$ cat src/rtl/frame_buffer_arbiter.sv
// Frame buffer arbiter: queues SPI pixel writes, gives display reads priority,
// drives one sync-read RAM port. Optional macro: FB_ARB_STARVE_GUARD_EN.
//
// Ports:
//   mainClk, nreset          clock, async active-low reset
//   wrValid/wrX/wrY/wrData   pixel write request; wrOverflow flags a drop
//   rdReq/rdX/rdY            pixel read request; rdData/rdValid at N+2
//   ramAddr/ramWe/ramWdata   registered RAM command; ramRdata sync read data
//   fifoLevel                write queue occupancy
module frame_buffer_arbiter #(
  parameter int H_ACTIVE   = 640,
  parameter int V_ACTIVE   = 480,
  parameter int DATA_W     = 4,
  parameter int FIFO_DEPTH = 4
) (
  input  logic              mainClk,
  input  logic              nreset,
  input  logic              wrValid,
  input  logic [9:0]        wrX,
  input  logic [8:0]        wrY,
  input  logic [DATA_W-1:0] wrData,
  output logic              wrOverflow,
  input  logic              rdReq,
  input  logic [9:0]        rdX,
  input  logic [8:0]        rdY,
  output logic [DATA_W-1:0] rdData,
  output logic              rdValid,
  output logic [18:0]       ramAddr,
  output logic              ramWe,
  output logic [DATA_W-1:0] ramWdata,
  input  logic [DATA_W-1:0] ramRdata,
  output logic [2:0]        fifoLevel
);

  localparam int AW = (FIFO_DEPTH > 1) ?
                      $clog2(FIFO_DEPTH) : 1;
  localparam int CW = $clog2(FIFO_DEPTH) + 1;
  localparam logic [9:0] HA = 10'(H_ACTIVE);
  localparam logic [8:0] VA = 9'(V_ACTIVE);

  typedef enum logic [1:0] {
    G_NONE,
    G_READ,
    G_WRITE
  } grant_t;

  grant_t state, state_d;

  function automatic logic [18:0] pix_addr(
    input logic [9:0] x,
    input logic [8:0] y
  );
    logic [18:0] x19;
    logic [18:0] y19;
    x19 = 19'(x);
    y19 = 19'(y);
    if (H_ACTIVE == 640)
      return (y19 << 9) + (y19 << 7) + x19;
    else
      return y19 * 19'(H_ACTIVE) + x19;
  endfunction

  logic [18:0]       q_addr [FIFO_DEPTH];
  logic [DATA_W-1:0] q_data [FIFO_DEPTH];
  logic [AW-1:0]     wr_ptr, rd_ptr;
  logic [CW-1:0]     count;

  logic full, empty, push, pop, wr_in_range;
  logic req_v, rd_in_range, force_wr, rd_oor;
  logic [9:0] req_x;
  logic [8:0] req_y;

  logic [18:0]       addr_d;
  logic              we_d;
  logic [DATA_W-1:0] wdata_d;

  assign full  = (count == CW'(FIFO_DEPTH));
  assign empty = (count == '0);
  assign wr_in_range = (wrX < HA) && (wrY < VA);
  assign pop  = (state_d == G_WRITE);
  // A pop in the same cycle frees the slot a full-queue push needs.
  assign push = wrValid && wr_in_range && (!full || pop);
  assign wrOverflow = wrValid && wr_in_range &&
                      full && !pop;
  assign fifoLevel = 3'(count);
  assign rd_in_range = (req_x < HA) && (req_y < VA);

`ifdef FB_ARB_STARVE_GUARD_EN
  logic [3:0] starve_cnt;
  logic       hold_v;
  logic [9:0] hold_x;
  logic [8:0] hold_y;

  // Forcing is skipped while a read is already held:
  // a second displaced read would have nowhere to go.
  assign force_wr = (starve_cnt == 4'd8) &&
                    !empty && !hold_v;
  assign req_v = hold_v | rdReq;
  assign req_x = hold_v ? hold_x : rdX;
  assign req_y = hold_v ? hold_y : rdY;

  always_ff @(posedge mainClk or negedge nreset) begin
    if (!nreset) begin
      starve_cnt <= '0;
      hold_v     <= 1'b0;
      hold_x     <= '0;
      hold_y     <= '0;
    end else begin
      if (state_d == G_READ && !empty)
        starve_cnt <= (starve_cnt == 4'd8) ?
                      4'd8 : starve_cnt + 4'd1;
      else
        starve_cnt <= '0;
      // Displaced or queued-behind reads slip one cycle.
      if (force_wr || hold_v) begin
        hold_v <= rdReq;
        hold_x <= rdX;
        hold_y <= rdY;
      end
    end
  end
`else
  assign force_wr = 1'b0;
  assign req_v = rdReq;
  assign req_x = rdX;
  assign req_y = rdY;
`endif

  always_ff @(posedge mainClk or negedge nreset) begin
    if (!nreset)
      state <= G_NONE;
    else
      state <= state_d;
  end

  always_comb begin
    state_d = G_NONE;
    if (force_wr)
      state_d = G_WRITE;
    else if (req_v)
      state_d = G_READ;
    else if (!empty)
      state_d = G_WRITE;
  end

  always_comb begin
    addr_d  = ramAddr;
    we_d    = 1'b0;
    wdata_d = ramWdata;
    unique case (state_d)
      G_READ: begin
        if (rd_in_range)
          addr_d = pix_addr(req_x, req_y);
      end
      G_WRITE: begin
        addr_d  = q_addr[rd_ptr];
        we_d    = 1'b1;
        wdata_d = q_data[rd_ptr];
      end
      default: ;
    endcase
  end

  always_ff @(posedge mainClk or negedge nreset) begin
    if (!nreset) begin
      ramAddr  <= '0;
      ramWe    <= 1'b0;
      ramWdata <= '0;
      rd_oor   <= 1'b0;
      rdValid  <= 1'b0;
      rdData   <= '0;
    end else begin
      ramAddr  <= addr_d;
      ramWe    <= we_d;
      ramWdata <= wdata_d;
      rd_oor   <= !rd_in_range;
      rdValid  <= (state == G_READ);
      rdData   <= (state == G_READ && !rd_oor) ?
                  ramRdata : '0;
    end
  end

  always_ff @(posedge mainClk) begin
    if (push) begin
      q_addr[wr_ptr] <= pix_addr(wrX, wrY);
      q_data[wr_ptr] <= wrData;
    end
  end

  always_ff @(posedge mainClk or negedge nreset) begin
    if (!nreset) begin
      wr_ptr <= '0;
      rd_ptr <= '0;
      count  <= '0;
    end else begin
      if (push)
        wr_ptr <= wr_ptr + 1'b1;
      if (pop)
        rd_ptr <= rd_ptr + 1'b1;
      unique case ({push, pop})
        2'b10:   count <= count + 1'b1;
        2'b01:   count <= count - 1'b1;
        default: ;
      endcase
    end
  end

endmodule
$ cat config.mk
export PLATFORM = sky130hd
export DESIGN_NAME = frame_buffer_arbiter
export DESIGN_NICKNAME = d
export VERILOG_FILES = /design/src/rtl/frame_buffer_arbiter.sv
export SDC_FILE = /design/constraint.sdc
export NUM_CORES = 1
export LEC_CHECK = 0
export ABC_AREA = 1
export ABC_CLOCK_PERIOD_IN_PS = 5700
export BUFFER_PORTS_ARGS = -buffer_cell sky130_fd_sc_hd__buf_2
export CAP_MARGIN = 40
export CORE_MARGIN = 4
export CORE_UTILIZATION = 55
export CTS_BUF_LIST = sky130_fd_sc_hd__clkbuf_16
export DETAILED_ROUTE_END_ITERATION = 16
export HOLD_SLACK_MARGIN = 0.12
export PLACE_DENSITY = 0.79
export SYNTH_ARGS = -nofsm -noshare
export SYNTH_HDL_FRONTEND = slang
export SYNTH_SLANG_ARGS = --single-unit
$ cat constraint.sdc
create_clock -name mainClk -period 5.7 [get_ports mainClk]
set_input_delay 0.57 -clock mainClk [delete_from_list [all_inputs] [get_ports mainClk]]
set_output_delay 0.57 -clock mainClk [all_outputs]
set_load 0.005 [all_outputs]
Word-level counts from Yosys, hierarchy flattened --
Memories as Yosys holds them, arrays and structs flattened. A register that Yosys moved wholly into a read port is not among the register bits. Index checks and enable logic that the tools add are counted.
Word-level totals: bits in registers 35, bits in writable memories 92, memories kept 2
Memory list:
- q_addr | depth 4, bits a word 19, read ports 1, clocked after Yosys merged registers in 0, write ports 1, RTL line 63 | logic [18:0] q_addr [FIFO_DEPTH];
- q_data | depth 4, bits a word 4, read ports 1, clocked after Yosys merged registers in 1, write ports 1, RTL line 64 | logic [DATA_W-1:0] q_data [FIFO_DEPTH];
Operators by class: eq/ne operators 7, reduce and logical (&&, ||, !) cells 17, add/sub/neg operators 8, magnitude comparators 4, mux-type cells 10
Operators by type and width (count):
- adder 18 x 16 -> 19 bit | 2
- adder 19 x 10 -> 19 bit | 2
- two-way mux 19 bit | 2
- one-hot mux 19 bit (2 select lines) | 1
- < comparator 10 bit (second input constant) | 2
- < comparator 9 bit (second input constant) | 2
- logical AND 1 bit | 7
- == test 2 x 1 -> 1 bit (second input constant) | 3
- one-hot mux 3 bit (2 select lines) | 1
- zero test 1 bit | 5
- adder 2 x 1 -> 2 bit (second input constant) | 2
- == test 2 bit (second input constant) | 2
- two-way mux 2 bit | 2
- two-way mux 4 bit | 1
- nonzero test 2 bit | 2
- adder 3 x 1 -> 3 bit (second input constant) | 1
- == test 3 bit (second input constant) | 1
- zero test 3 bit | 1
- two-way mux 1 bit | 3
- subtractor 3 x 1 -> 3 bit (second input constant) | 1
- inequality test 2 bit (second input constant) | 1
- AND reduction 2 bit | 1
- logical OR 1 bit | 1

Logic depth before layout (Yosys ltp) --
depth in word-level cells 8, depth in mapped cells 14, mapped depth without buffers 14

Worst setup path after synthesis --
OpenSTA, ideal clock, no wires.
kind input-to-reg, from in wrX[8], to mem q_addr[0][0] (enable), stages 5, data required time 5297 ps, path slack 3158 ps, path buffers 0, arrival time 2139 ps, cell sequence o21ai_0 -> nand2_1 -> nor2_1 -> nand2_1 -> nor2_1
On the way: cells in the longest elaborated chain, start to end 6
Ends and longest elaborated chain:
- start: declaration | RTL line 19 | input logic [9:0] wrX,
- < comparator 10 bit | RTL line 79 | assign wr_in_range = (wrX < HA) && (wrY < VA);
- logical AND 1 bit | RTL line 79
- logical AND 1 bit (2 in series) | RTL line 82 | assign push = wrValid && wr_in_range && (!full || pop);
- two-way mux 1 bit | RTL line 184 | if (push) begin
- two-way mux 1 bit (not written as such) | RTL line 185 | q_addr[wr_ptr] <= pix_addr(wrX, wrY);
- end: declaration | RTL line 63
No other way between the ends.

Worst setup path after layout --
from reg rd_ptr[0], to reg ramAddr[14]
On the way: cells in the longest elaborated chain, start to end 2
Ends and longest elaborated chain:
- start: declaration | RTL line 65 | logic [AW-1:0] wr_ptr, rd_ptr;
- start signal: assignment | RTL line 199 | rd_ptr <= rd_ptr + 1'b1;
- memory read (4 x 19 bit)
- one-hot mux 19 bit (2 select lines) | RTL line 150 | unique case (state_d)
- end signal: assignment | RTL line 173 | ramAddr <= addr_d;
- end: declaration | RTL line 28 | output logic [18:0] ramAddr,
No other way between the ends. A chain may end at the register's enable or synchronous reset.

==> flow_metrics.env <==
export IMPL_synthMuxAreaShare_pct=0
export IMPL_synth_cell_types=29
export IMPL_critical_path_class="reg2reg"
export IMPL_yosys_warnings=0
export IMPL_ir_drop_mv=0.238
export IMPL_pin_count=83
export IMPL_cts_max_level=4
export IMPL_worst_r2r_cell_count=9
export IMPL_routabilityCongestion=0.834
export IMPL_worstHoldStart="rdReq"
export IMPL_fin_nets=799
export IMPL_cp_required_ns=5.99
export IMPL_setup_violations=0
export IMPL_status="finished clean"
export IMPL_hpwl_um=8760
export IMPL_ant_nets=0
export IMPL_cts_buffers=17
export IMPL_crit_path_max_fanout=48
export IMPL_antenna_found_initial=0
export IMPL_hold_depth=1
export IMPL_min_path_type="in2reg"
export IMPL_drtIter0Drc=322
export IMPL_min_period_ns=2.32
export IMPL_drive_above_1_share_pct=17.9
export IMPL_fin_crit_sh_pct=40.7
export IMPL_place_area_um2=6870
export IMPL_final_cells=859
export IMPL_arrival_ns=2.62
export IMPL_stdcell_area_um2=7450
export IMPL_fin_setup_tns_ns=0
export IMPL_rsz0062_at_grt="false"
export IMPL_setup_ws_ns=3.38
export IMPL_io_buffers=82
export IMPL_synth_compound_area_share_pct=8.58
export IMPL_syn_inst=617
export IMPL_dp_cells=826
export IMPL_critPathLaunchType="register"
export IMPL_total_power_mw=3.34
export IMPL_synth_seq_cells=130
export IMPL_die_area_um2=13300
export IMPL_post_cts_setup_buffer_count=0
export IMPL_synth_top_family_by_area="simple AND/OR/NAND/NOR gates"
export IMPL_rows=38
export IMPL_drc_errors=0
export IMPL_synth_adder_area_share_pct=9.09
export IMPL_seq_area_frac_synth_pct=58.7
export IMPL_grtUsageTotal_pct=20.1
export IMPL_initial_utilization_pct=57.4
export IMPL_routed_wl_um=12700
export IMPL_cts_resized=0
export IMPL_r2r_start="rd_ptr[0]"
export IMPL_cts_root_buf="clkbuf_16"
export IMPL_fmax_ghz=0.431
export IMPL_vias_per_cell=5.38
export IMPL_hold_viol_final=0
export IMPL_maxCapViolations=0
export IMPL_r2r_slack_ns=3.38
export IMPL_area_delta_synth_final_pct=17.6
export IMPL_synthXorXnorAreaFrac_pct=1.52
export IMPL_synth_simple_gate_area_share_pct=16.5
export IMPL_cts_sinks=130
export IMPL_end_kind="register"
export IMPL_fin_worst_skew_ns=0.00565
export IMPL_grt_first_pass_wirelength_um=20800
export IMPL_worst_slew_pin_slew_ns=0.700
export IMPL_slew_headroom_pct=53.3
export IMPL_grt_max_degree=49
export IMPL_overflow=0
export IMPL_cts_tree="done"
export IMPL_n_antenna_cell=0
export IMPL_routedWlPerCell_um=14.8
export IMPL_clkTransAtPathRegs_ns=0.06
export IMPL_grt_pass1_vias=4506
export IMPL_power_density_nw_per_um2=449
export IMPL_fillers=851
export IMPL_maxSlewViolCount=0
export IMPL_synth_avg_cell_area_um2=10.3
export IMPL_die_h_um=115
export IMPL_final_util_pct=67.5
export IMPL_hold_end="state[0]"
export IMPL_die_x_um=115
export IMPL_dr_total_vias=4622
export IMPL_core_area_um2=11000
export IMPL_pre_cts_slack_ns=3.01
export IMPL_syn_nets=710
export IMPL_cts_buffer_depth=2
export IMPL_first_pass_iters=5
export IMPL_worstSkewPairLatency_ns=0.41
export IMPL_mappedNetlistArea_um2=6330
export IMPL_leakage_nw=3.34
export IMPL_hold_slack_ns=0.355
export IMPL_reg2reg_to="ramAddr[14]"
-- Yosys cell counts --
cell	n	area share, %
o22ai_1	21	2.1
inv_2	1	0.059
xor2_1	9	1.2
ha_1	38	7.5
nand3b_1	1	0.12
or2_2	1	0.099
a21o_1	1	0.12
inv_1	59	3.5
dfrtp_1	38	15
nand2_1	94	5.6
nand3_1	36	2.8
a31oi_1	8	0.79
o21bai_1	3	0.36
buf_4	7	0.83
nor2_1	110	6.5
o21ai_0	44	3.5
o21ai_1	4	0.32
clkbuf_1	3	0.18
nor2_2	2	0.20
fa_1	5	1.6
buf_6	2	0.36
xnor2_1	2	0.28
nand4_1	9	0.89
buf_2	9	0.71
nand2_4	1	0.18
a21oi_4	1	0.26
a21oi_1	15	1.2
edfxtp_1	92	44
or2_0	1	0.099
-- area by class of cell --
cell class | instances | area [um^2] | share of cell area, %
tap | 140 | 175 | 2.35
sequential | 130 | 3710 | 49.9
clock inverter | 15 | 143 | 1.92
timing repair buffer | 91 | 493 | 6.62
inverter | 60 | 225 | 3.02
clock buffer | 17 | 425 | 5.71
multi-input combinational | 406 | 2270 | 30.5
-- timing repair --
action                                  in CTS  in global routing
endpoints found under the hold margin        6                  0
endpoints found under the setup margin       0                  0
hold buffers                                 1                  0
-- cells by family (layout without fill, tap and decap cells) --
group                      count (synthesis)  count (layout)
adders and majority gates                 43              43
and+or+nand+nor                          255             255
xor gates and xnor gates                  11              11
buffers and inverters                     81             183
AOI/OAI and AO/OA                         97              97
DFF                                      130             130
-- state kept, by name, summed over array words and instances, names as in the netlist --
signal     cells
q_addr        76
ramAddr       19
q_data        16
ramWdata       4
rdData         4
fifoLevel      3
rd_ptr         2
wr_ptr         2
ramWe          1
rdValid        1
rd_oor         1
state          1
-- report_power, final --
group	switching, mW	total (mW)	internal, mW
logic	0.645	1.00	0.356
clock network	0.382	1.02	0.638
registers	0.0822	1.32	1.24
total	1.11	3.34	2.23
-- routing by layer --
layer  GRT usage (%)  vias up  wire [um]
met5               0        -          0
met1            25.9     2168       5570
met4            7.04        0        169
met2            33.2      155       6210
met3            5.16       14        803
li1                -     2285          -
-- critical path, stage by stage (launching register included) --
cell	delay, ns
dfrtp_1	0.32
buf_4	0.40
inv_1	0.43
buf_4	0.35
o21ai_0	0.20
o21ai_0	0.14
nand2_1	0.10
nand2_1	0.05
a21oi_1	0.13
nor2_1	0.06
-- cell usage in the layout (no fill, tap or decap), drive strengths merged --
cell type | netlist | layout
a21o | 1 | 1
a21oi | 16 | 16
a31oi | 8 | 8
buf | 18 | 90
bufinv | 0 | 2
clkbuf | 3 | 17
clkinv | 0 | 8
clkinvlp | 0 | 1
dfrtp | 38 | 38
dlygate4sd3 | 0 | 1
edfxtp | 92 | 92
fa | 5 | 5
ha | 38 | 38
inv | 60 | 64
nand2 | 95 | 95
nand3 | 36 | 36
nand3b | 1 | 1
nand4 | 9 | 9
nor2 | 112 | 112
o21ai | 48 | 48
o21bai | 3 | 3
o22ai | 21 | 21
or2 | 2 | 2
xnor2 | 2 | 2
xor2 | 9 | 9
-- worst max-delay path by stage --
stage               startpoint       endpoint  depth (start not counted)  slack (ns)
floorplan               wrX[8]   q_addr[0][0]                          5        3.16
global placement        wrX[9]  q_addr[0][14]                         11        3.07
detailed placement      wrX[9]  q_addr[0][14]                         11        3.01
CTS                  rd_ptr[0]    ramAddr[14]                          9        3.42
global route         rd_ptr[0]    ramAddr[14]                          9        3.13
finish               rd_ptr[0]    ramAddr[14]                          9        3.38
Note: power is estimated with default switching activity, not from simulation.
